## config.mk

```make
export PLATFORM = sky130hd
export DESIGN_NAME = sort4_cmp_sequencer
export DESIGN_NICKNAME = d
export VERILOG_FILES = /design/src/rtl/sort4_cmp_sequencer.sv
export SDC_FILE = /design/constraint.sdc
export NUM_CORES = 1
export LEC_CHECK = 0
export ABC_CLOCK_PERIOD_IN_PS = 3680
export BUFFER_PORTS_ARGS = -buffer_cell sky130_fd_sc_hd__buf_2
export CAP_MARGIN = 20
export CORE_MARGIN = 4
export CORE_UTILIZATION = 40
export CTS_CLUSTER_DIAMETER = 30
export DETAILED_ROUTE_END_ITERATION = 10
export PLACE_DENSITY = 0.65
export SLEW_MARGIN = 20
export SYNTH_ARGS = -nofsm -noshare
export SYNTH_HDL_FRONTEND = slang
export SYNTH_SLANG_ARGS = --single-unit
```

## constraint.sdc

```tcl
create_clock -name clk -period 3.68 [get_ports clk]
set_input_delay 0.368 -clock clk [delete_from_list [all_inputs] [get_ports clk]]
set_output_delay 0.368 -clock clk [all_outputs]
set_load 0.01 [all_outputs]
```

## src/rtl/sort4_cmp_sequencer.sv

```systemverilog
// ============================================================================
// Module   : sort4_cmp_sequencer
// Brief    : 4-byte bubble sorter driving an external 8-bit magnitude comparator
// Revision : 1.0 - initial release
// ============================================================================
`default_nettype none

module sort4_cmp_sequencer #(
  parameter bit DESCENDING = 1'b0
) (
  input  logic        clk,
  input  logic        rst_n,
  input  logic        in_valid,
  output logic        in_ready,
  input  logic [31:0] in_data,
  output logic [7:0]  cmp_a,
  output logic [7:0]  cmp_b,
  input  logic [1:0]  cmp_res,
  output logic        out_valid,
  input  logic        out_ready,
  output logic [31:0] out_data,
  output logic [2:0]  swap_count
);

  typedef enum logic [1:0] {
    S_IDLE = 2'd0,
    S_SORT = 2'd1,
    S_DONE = 2'd2
  } state_t;

  localparam logic [2:0] C_LAST_STEP = 3'd5;

  state_t           r_state;
  state_t           w_state_nxt;
  logic [2:0]       r_step;
  logic [3:0][7:0]  r_bytes;
  logic [2:0]       r_swap_count;
  logic [1:0]       w_idx;
  logic [1:0]       w_idx_hi;
  logic             w_load;
  logic             w_swap;

  // Fixed schedule: (0,1),(1,2),(2,3),(0,1),(1,2),(0,1)
  always_comb begin
    case (r_step)
      3'd0, 3'd3, 3'd5: w_idx = 2'd0;
      3'd1, 3'd4:       w_idx = 2'd1;
      default:          w_idx = 2'd2;
    endcase
  end

  assign w_idx_hi = w_idx + 2'd1;

  always_ff @(posedge clk or negedge rst_n) begin
    if (!rst_n) begin
      r_state <= S_IDLE;
    end else begin
      r_state <= w_state_nxt;
    end
  end

  always_comb begin
    w_state_nxt = r_state;
    in_ready    = 1'b0;
    out_valid   = 1'b0;
    cmp_a       = 8'h00;
    cmp_b       = 8'h00;
    w_load      = 1'b0;
    w_swap      = 1'b0;
    case (r_state)
      S_IDLE: begin
        in_ready = 1'b1;
        if (in_valid) begin
          w_load      = 1'b1;
          w_state_nxt = S_SORT;
        end
      end
      S_SORT: begin
        cmp_a = r_bytes[w_idx];
        cmp_b = r_bytes[w_idx_hi];
        // Equal results (bit 1 set, including the illegal 2'b11) never swap
        w_swap = DESCENDING ? (cmp_res == 2'b00) : (cmp_res == 2'b01);
        if (r_step == C_LAST_STEP) begin
          w_state_nxt = S_DONE;
        end
      end
      S_DONE: begin
        out_valid = 1'b1;
        if (out_ready) begin
          w_state_nxt = S_IDLE;
        end
      end
      default: begin
        w_state_nxt = S_IDLE;
      end
    endcase
  end

  always_ff @(posedge clk or negedge rst_n) begin
    if (!rst_n) begin
      r_step       <= 3'd0;
      r_bytes      <= '0;
      r_swap_count <= 3'd0;
    end else if (w_load) begin
      r_step       <= 3'd0;
      r_bytes      <= in_data;
      r_swap_count <= 3'd0;
    end else if (r_state == S_SORT) begin
      r_step <= r_step + 3'd1;
      if (w_swap) begin
        r_bytes[w_idx]    <= r_bytes[w_idx_hi];
        r_bytes[w_idx_hi] <= r_bytes[w_idx];
        r_swap_count      <= r_swap_count + 3'd1;
      end
    end
  end

  assign out_data   = r_bytes;
  assign swap_count = r_swap_count;

endmodule

`default_nettype wire

```

==> impl_metrics.csv, run 1 <==
group,metric,value,unit
outcome,status,"complete, no violations",
clocking,cts_hold_buf,0,
clocking,ctsResizeCount,0,
flow_run,cap_viol_max_count,0,
place,detailed_place.area,2900,um2
layout,nNetsFinal,375,
sta,min_period,3.03,ns
clocking,post_cts_buffers,0,
clocking,numCtsBuffers,5,
sta,slew_headroom,38.4,%
floorplanning,start_util,41.2,%
detailed_routing,avgRoutedWirePerCell,19.0,um
global_route,grt_max_degree,41,
layout,stdcell_count,408,
sta,tightest_slew,0.924,ns
detailed_routing,wl,7770,um
global_route,grt_pass1_vias,2518,
place,port_buffers,90,
detailed_routing,antenna_left,0,
synthesis,syn-cell-area,2420,um2
detailed_routing,drt-initial-drc-count,167,
synthesis,yosysUniqueCellTypes,43,
global_route,track_usage,21.9,%
sta,finalCritPeriodShare,82.5,%
clocking,path_clk_slew,0.08,ns
place,dpl_worst_slack,0.987,ns
layout,register_area,1000,um2
synthesis,synth.most_common_cell,"dfrtp_1",
synthesis,synth.area.top_cells,"dfrtp_1 41%, o21ai_0 6.2%, a221o_1 5.4%",
min_path,hold_path_class,"in -> async",
critical_path,path_class,"reg -> out",
clocking,tritoncts,"yes",
critical_path,worstSetupStartpointType,"flop",
pwr,ir_drop,0.000408,V
pwr,leakagePower,1.41,nW
floorplanning,coreArea,5890,um2
sta,finalHoldViolCount,0,
detailed_routing,vias,2406,
sta,clock_skew,0.00790,ns
global_route,grt_first_pass_wirelength,12700,um
synthesis,synth_top_area_share,41.3,%
sta,hold_ws,0.198,ns
detailed_routing,via_per_inst,5.90,
synthesis,yosysWarnings,0,
layout,drive_gt1_share,35.4,%
clocking,root_buffer,"clkbuf_8",
critical_path,crit_path_max_fanout,17,
sta,setup_viol,0,
synthesis,synth_nets,292,
synthesis,synth_area_leader_cell,"dfrtp_1",
sta,rsz0062_at_grt,"false",
detailed_routing,dr.pass1.iters,6,
layout,fillers,591,
sta,setup_ws,0.645,ns
clocking,clkLatencyLatePin,0.30,ns
floorplanning,rows,28,
synthesis,ys.flop_type,"dfrtp_1",
critical_path,critical_path.endpoint_type,"output pin",
synthesis,synth_edf_count,0,
place,placed_cells_incl_taps,400,
detailed_routing,drc,0,
floorplanning,ios,91,
layout,n_antenna_cell,0,
pwr,power_density,1120,nW/um2
clocking,htree_levels,2,
critical_path,critPathArrivalTime,2.67,ns
synthesis,ys_ff_latch,40,
synthesis,avgSynthCellArea,9.74,um2
sta,tns,0,ns
floorplanning,die_height,85.9,um
sta,fmax,330,MHz
layout,multi_input_area,1270,um2
synthesis,yosysSeqAreaShare,41.3,%
global_route,antenna_found_initial,0,
floorplanning,die_w,85.9,um
place,dpl.hpwl,5330,um
synthesis,synth_common_cells,"40 x dfrtp_1, 30 x o21ai_0, 24 x nand2_1",
floorplanning,die_area,7370,um2
place,gp_congestion,0.813,
clocking,cts.sinks,40,
synthesis,netlist_instances,249,
layout,design_area,3000,um2
sta,drv_slew,0,
global_route,grt.overflow.total,0,
layout,fin_util,51.0,%
clocking,clockBufferDepth,2,
critical_path,required,3.31,ns
pwr,total_power,3.35,mW
synthesis,async_flop_share,100,%
layout,area_growth,23.8,%
[layer usage]
| layer | vias up | global-route usage, % | share of wire, % |
|---|---|---|---|
| met3 | 13 | 4.32 | 7.7 |
| met1 | 1138 | 28.4 | 43 |
| met2 | 134 | 35.8 | 48 |
| met4 | 0 | 8.35 | 1.6 |
| li1 | 1121 | - | - |
| met5 | - | 0 | 0 |
[power by group]
part | total, mW | internal (mW) | switching, mW
registers | 0.922 | 0.649 | 0.273
clock network | 0.364 | 0.202 | 0.163
logic | 2.07 | 0.834 | 1.23
[cell type report]
class	count	area share, %
Tap cell	75	3.13
Timing Repair Buffer	95	16.3
Inverter	10	1.25
Clock inverter	2	1.17
Sequential cell	40	33.3
Multi-Input combinational cell	180	42.5
Clock buffer	6	2.42
[critical path, cell delays in order, from the launching register on]
cell and delay (ns):
dfrtp_1 0.58, inv_1 0.09, ha_1 0.26, nor2_1 0.25
o32a_1 0.74, nor2_1 0.08, nor3_1 0.20, buf_2 0.17
[cells in the final DEF (no fill, tap or decap), types with 5 or more instances in the layout]
| cell | Yosys | final |
|---|---|---|
| a222oi_1 | 6 | 6 |
| nor3_1 | 8 | 8 |
| ha_1 | 5 | 5 |
| o21ai_0 | 30 | 30 |
| a22oi_1 | 8 | 8 |
| nand2_1 | 24 | 24 |
| buf_2 | 7 | 90 |
| inv_1 | 10 | 10 |
| clkbuf_8 | 0 | 5 |
| a221oi_1 | 9 | 9 |
| a221o_1 | 13 | 13 |
| nor2_1 | 22 | 22 |
| mux2i_1 | 5 | 5 |
| nor4b_1 | 7 | 7 |
| buf_4 | 1 | 5 |
| dfrtp_1 | 40 | 40 |
[cells by family after synthesis]
kind of cell / synth area share, %
xor gates and xnor gates: 0.723
adders and majority gates: 2.58
AOI/OAI and AO/OA: 28.5
DFF: 41.3
buffers and inverters: 6.40
muxes: 4.39
and+or+nand+nor: 16.1
[final timing paths]
kind                       slack, ns  cells after the start          start       endpoint
setup reg to reg                1.16                      7      r_step[2]   out_data[24]
hold / removal                  0.20                      1          rst_n    out_data[3]
hold reg to reg                 0.54                      2  swap_count[2]  swap_count[2]
setup / recovery                0.65                      7      r_step[2]       cmp_b[7]
max in group asynchronous       2.91                      1          rst_n   out_data[16]
min in group clk                0.27                      3    in_data[12]   out_data[12]
[flip-flops by register name, summed over array words and instances, names as in the netlist]
name        cells
swap_count      3
r_step          3
out_data       32
r_state         2
No activity file was read; power rests on OpenSTA's default activity.
==> run 2, diff against run 1 <==
ABC_CLOCK_PERIOD_IN_PS = 2900   (was 3680)
clock period = 2.9 ns   (was 3.68 ns; I/O delays follow)
==> run 2 against run 1 <==
Compared with the run above: power is 30% higher; global-route usage shrank 0.45 points; wire length shrank 1.6%; sequential power grew 28%; critical endpoint is now cmp_a[1].
==> impl_metrics.csv, run 2 (synthesis gave the netlist of run 1 again) <==
group,metric,value,unit
critical_path,slowest_stage,"a222oi_1",
sta,fmax,372,MHz
sta,drv_slew,0,
place,dpl_worst_slack,0.436,ns
sta,setup_ws,0.211,ns
pwr,total_power,4.37,mW
min_path,hold_path_class,"in -> async",
critical_path,worstPathCellList,"ha_1 > ha_1 > nor2_1 > o32ai_4 > a222oi_1 > nor2_1 > buf_2",
detailed_routing,drc,0,
outcome,status,"complete, no violations",
pwr,ir_drop,0.000564,V
layout,mostFrequentLayoutCells,"90 x buf_2, 39 x dfrtp_1, 30 x o21ai_0, 24 x nand2_1, 22 x nor2_1",
sta,setup_viol,0,
layout,area_growth,26.6,%
sta,finalCritPeriodShare,92.7,%
pwr,p_comb_share,62.2,%
detailed_routing,dr.pass1.iters,8,
pwr,p_sw,2.13,mW
critical_path,max_stage_delay,0.48,ns
clocking,cts_hold_buf,0,
clocking,clockBufferDepth,2,
pwr,swShare,48.9,%
layout,nNetsFinal,383,
floorplanning,die_height,85.9,um
place,detailed_place.area,2930,um2
detailed_routing,via_per_inst,5.96,
sta,rsz0062_at_grt,"false",
layout,drive_gt1_share,37.8,%
layout,design_area,3070,um2
global_route,grt.overflow.total,0,
clocking,htree_levels,2,
critical_path,critPathArrivalTime,2.40,ns
global_route,track_usage,21.4,%
clocking,root_buffer,"clkbuf_8",
detailed_routing,vias,2479,
floorplanning,rows,28,
pwr,p_int,2.23,mW
floorplanning,ios,91,
critical_path,r2r_cells,6,
critical_path,crit_path_max_fanout,14,
global_route,grt_first_pass_wirelength,12500,um
flow_run,cap_viol_max_count,0,
floorplanning,die_area,7370,um2
sta,clock_skew,0.00875,ns
clocking,cts.sinks,40,
critical_path,path_class,"reg -> out",
layout,n_antenna_cell,0,
global_route,grt_max_degree,41,
clocking,tritoncts,"yes",
global_route,grt_pass1_vias,2504,
sta,tightest_slew,0.923,ns
critical_path,required,2.61,ns
place,dpl.hpwl,5380,um
floorplanning,coreArea,5890,um2
detailed_routing,antenna_left,0,
critical_path,regToRegEndpoint,"out_data[14]",
global_route,antenna_found_initial,0,
sta,min_period,2.69,ns
critical_path,ff2ff_setup_slack,0.45,ns
pwr,leakagePower,1.45,nW
clocking,numCtsBuffers,5,
critical_path,critical_path.endpoint_type,"output pin",
critical_path,worstSetupStartpointType,"flop",
detailed_routing,wl,7640,um
layout,stdcell_count,416,
clocking,path_clk_slew,0.09,ns
place,placed_cells_incl_taps,404,
detailed_routing,avgRoutedWirePerCell,18.4,um
floorplanning,start_util,41.2,%
sta,finalHoldViolCount,0,
place,gp_congestion,0.831,
pwr,power_frac_clock,10.7,%
pwr,seq_power_share,27.1,%
sta,slew_headroom,38.4,%
place,port_buffers,90,
layout,largest_reg_flops,32,
sta,tns,0,ns
clocking,clkLatencyLatePin,0.30,ns
layout,layout_commonest_cell,"buf_2",
critical_path,r2r-start,"r_step[1]",
detailed_routing,drt-initial-drc-count,152,
pwr,power_density,1420,nW/um2
floorplanning,die_w,85.9,um
## run 2: cell count changes in the layout (fill, tap and decap cells not counted), sizes merged
cell	change
buf	+8
clkbuf	-1
clkinvlp	+1
## run 2: layout make-up
cell class / count / area [um2]
Clock buffer: 5 / 68.8
Timing Repair Buffer: 103 / 548
Sequential cell: 40 / 1000
Tap cell: 75 / 93.8
Clock inverter: 3 / 42.5
Multi-Input combinational cell: 180 / 1280
Inverter: 10 / 37.5
Fill cell: 563 / 2820
## run 2: worst max path at each step
stage                     slack, ns       end  startpoint
after floorplan                0.78  cmp_a[0]   r_step[0]
after global placement         0.54  cmp_b[1]   r_step[2]
after detailed placement       0.44  cmp_b[3]   r_step[2]
after CTS                      0.07  cmp_b[3]   r_step[2]
after global routing           0.02  cmp_a[6]   r_step[0]
final                          0.21  cmp_a[1]   r_step[0]
## run 2: metrics by stage
step	utilization, %	hold slack, ns
after floorplan	-	-0.00559
after global placement	49.7	0.476
after detailed placement	49.7	0.474
after CTS	51.6	0.149
after global routing	52.1	0.193
final	52.1	0.123
## run 2: power by group through the flow
| stage | Sequential, mW | Combinational [mW] | Clock (mW) |
|---|---|---|---|
| 3_3_place_gp | 1.18 | 2.60 | 0 |
| 5_1_grt | 1.23 | 2.98 | 0.504 |
| 4_1_cts | 1.17 | 2.65 | 0.478 |
| 2_1_floorplan | 1.19 | 1.77 | 0 |
| 3_5_place_dp | 1.18 | 2.64 | 0 |
| 6_report | 1.18 | 2.72 | 0.468 |
## run 2: repair_timing
action                                  CTS  global route
resized for setup                         0             2
buffers inserted                          0             4
endpoints found under the setup margin    0            10
## run 2: layer usage
layer | part of all wire [%] | global-route usage [%] | vias up
met2 | 49 | 36.3 | 147
li1 | - | - | 1140
met4 | 1.7 | 6.19 | 0
met5 | 0 | 0 | -
met3 | 8.0 | 4.51 | 17
met1 | 42 | 27.5 | 1175
## run 2: worst max-delay path, delay by kind of cell (launching register included)
| kind | cells | cell delay (ns) |
|---|---|---|
| AO/OA/AOI/OAI | 2 | 0.71 |
| adder cells (fa/ha/maj) | 2 | 0.48 |
| buffers and inverters | 1 | 0.15 |
| flip-flops | 1 | 0.43 |
| AND/OR/NAND/NOR | 2 | 0.34 |
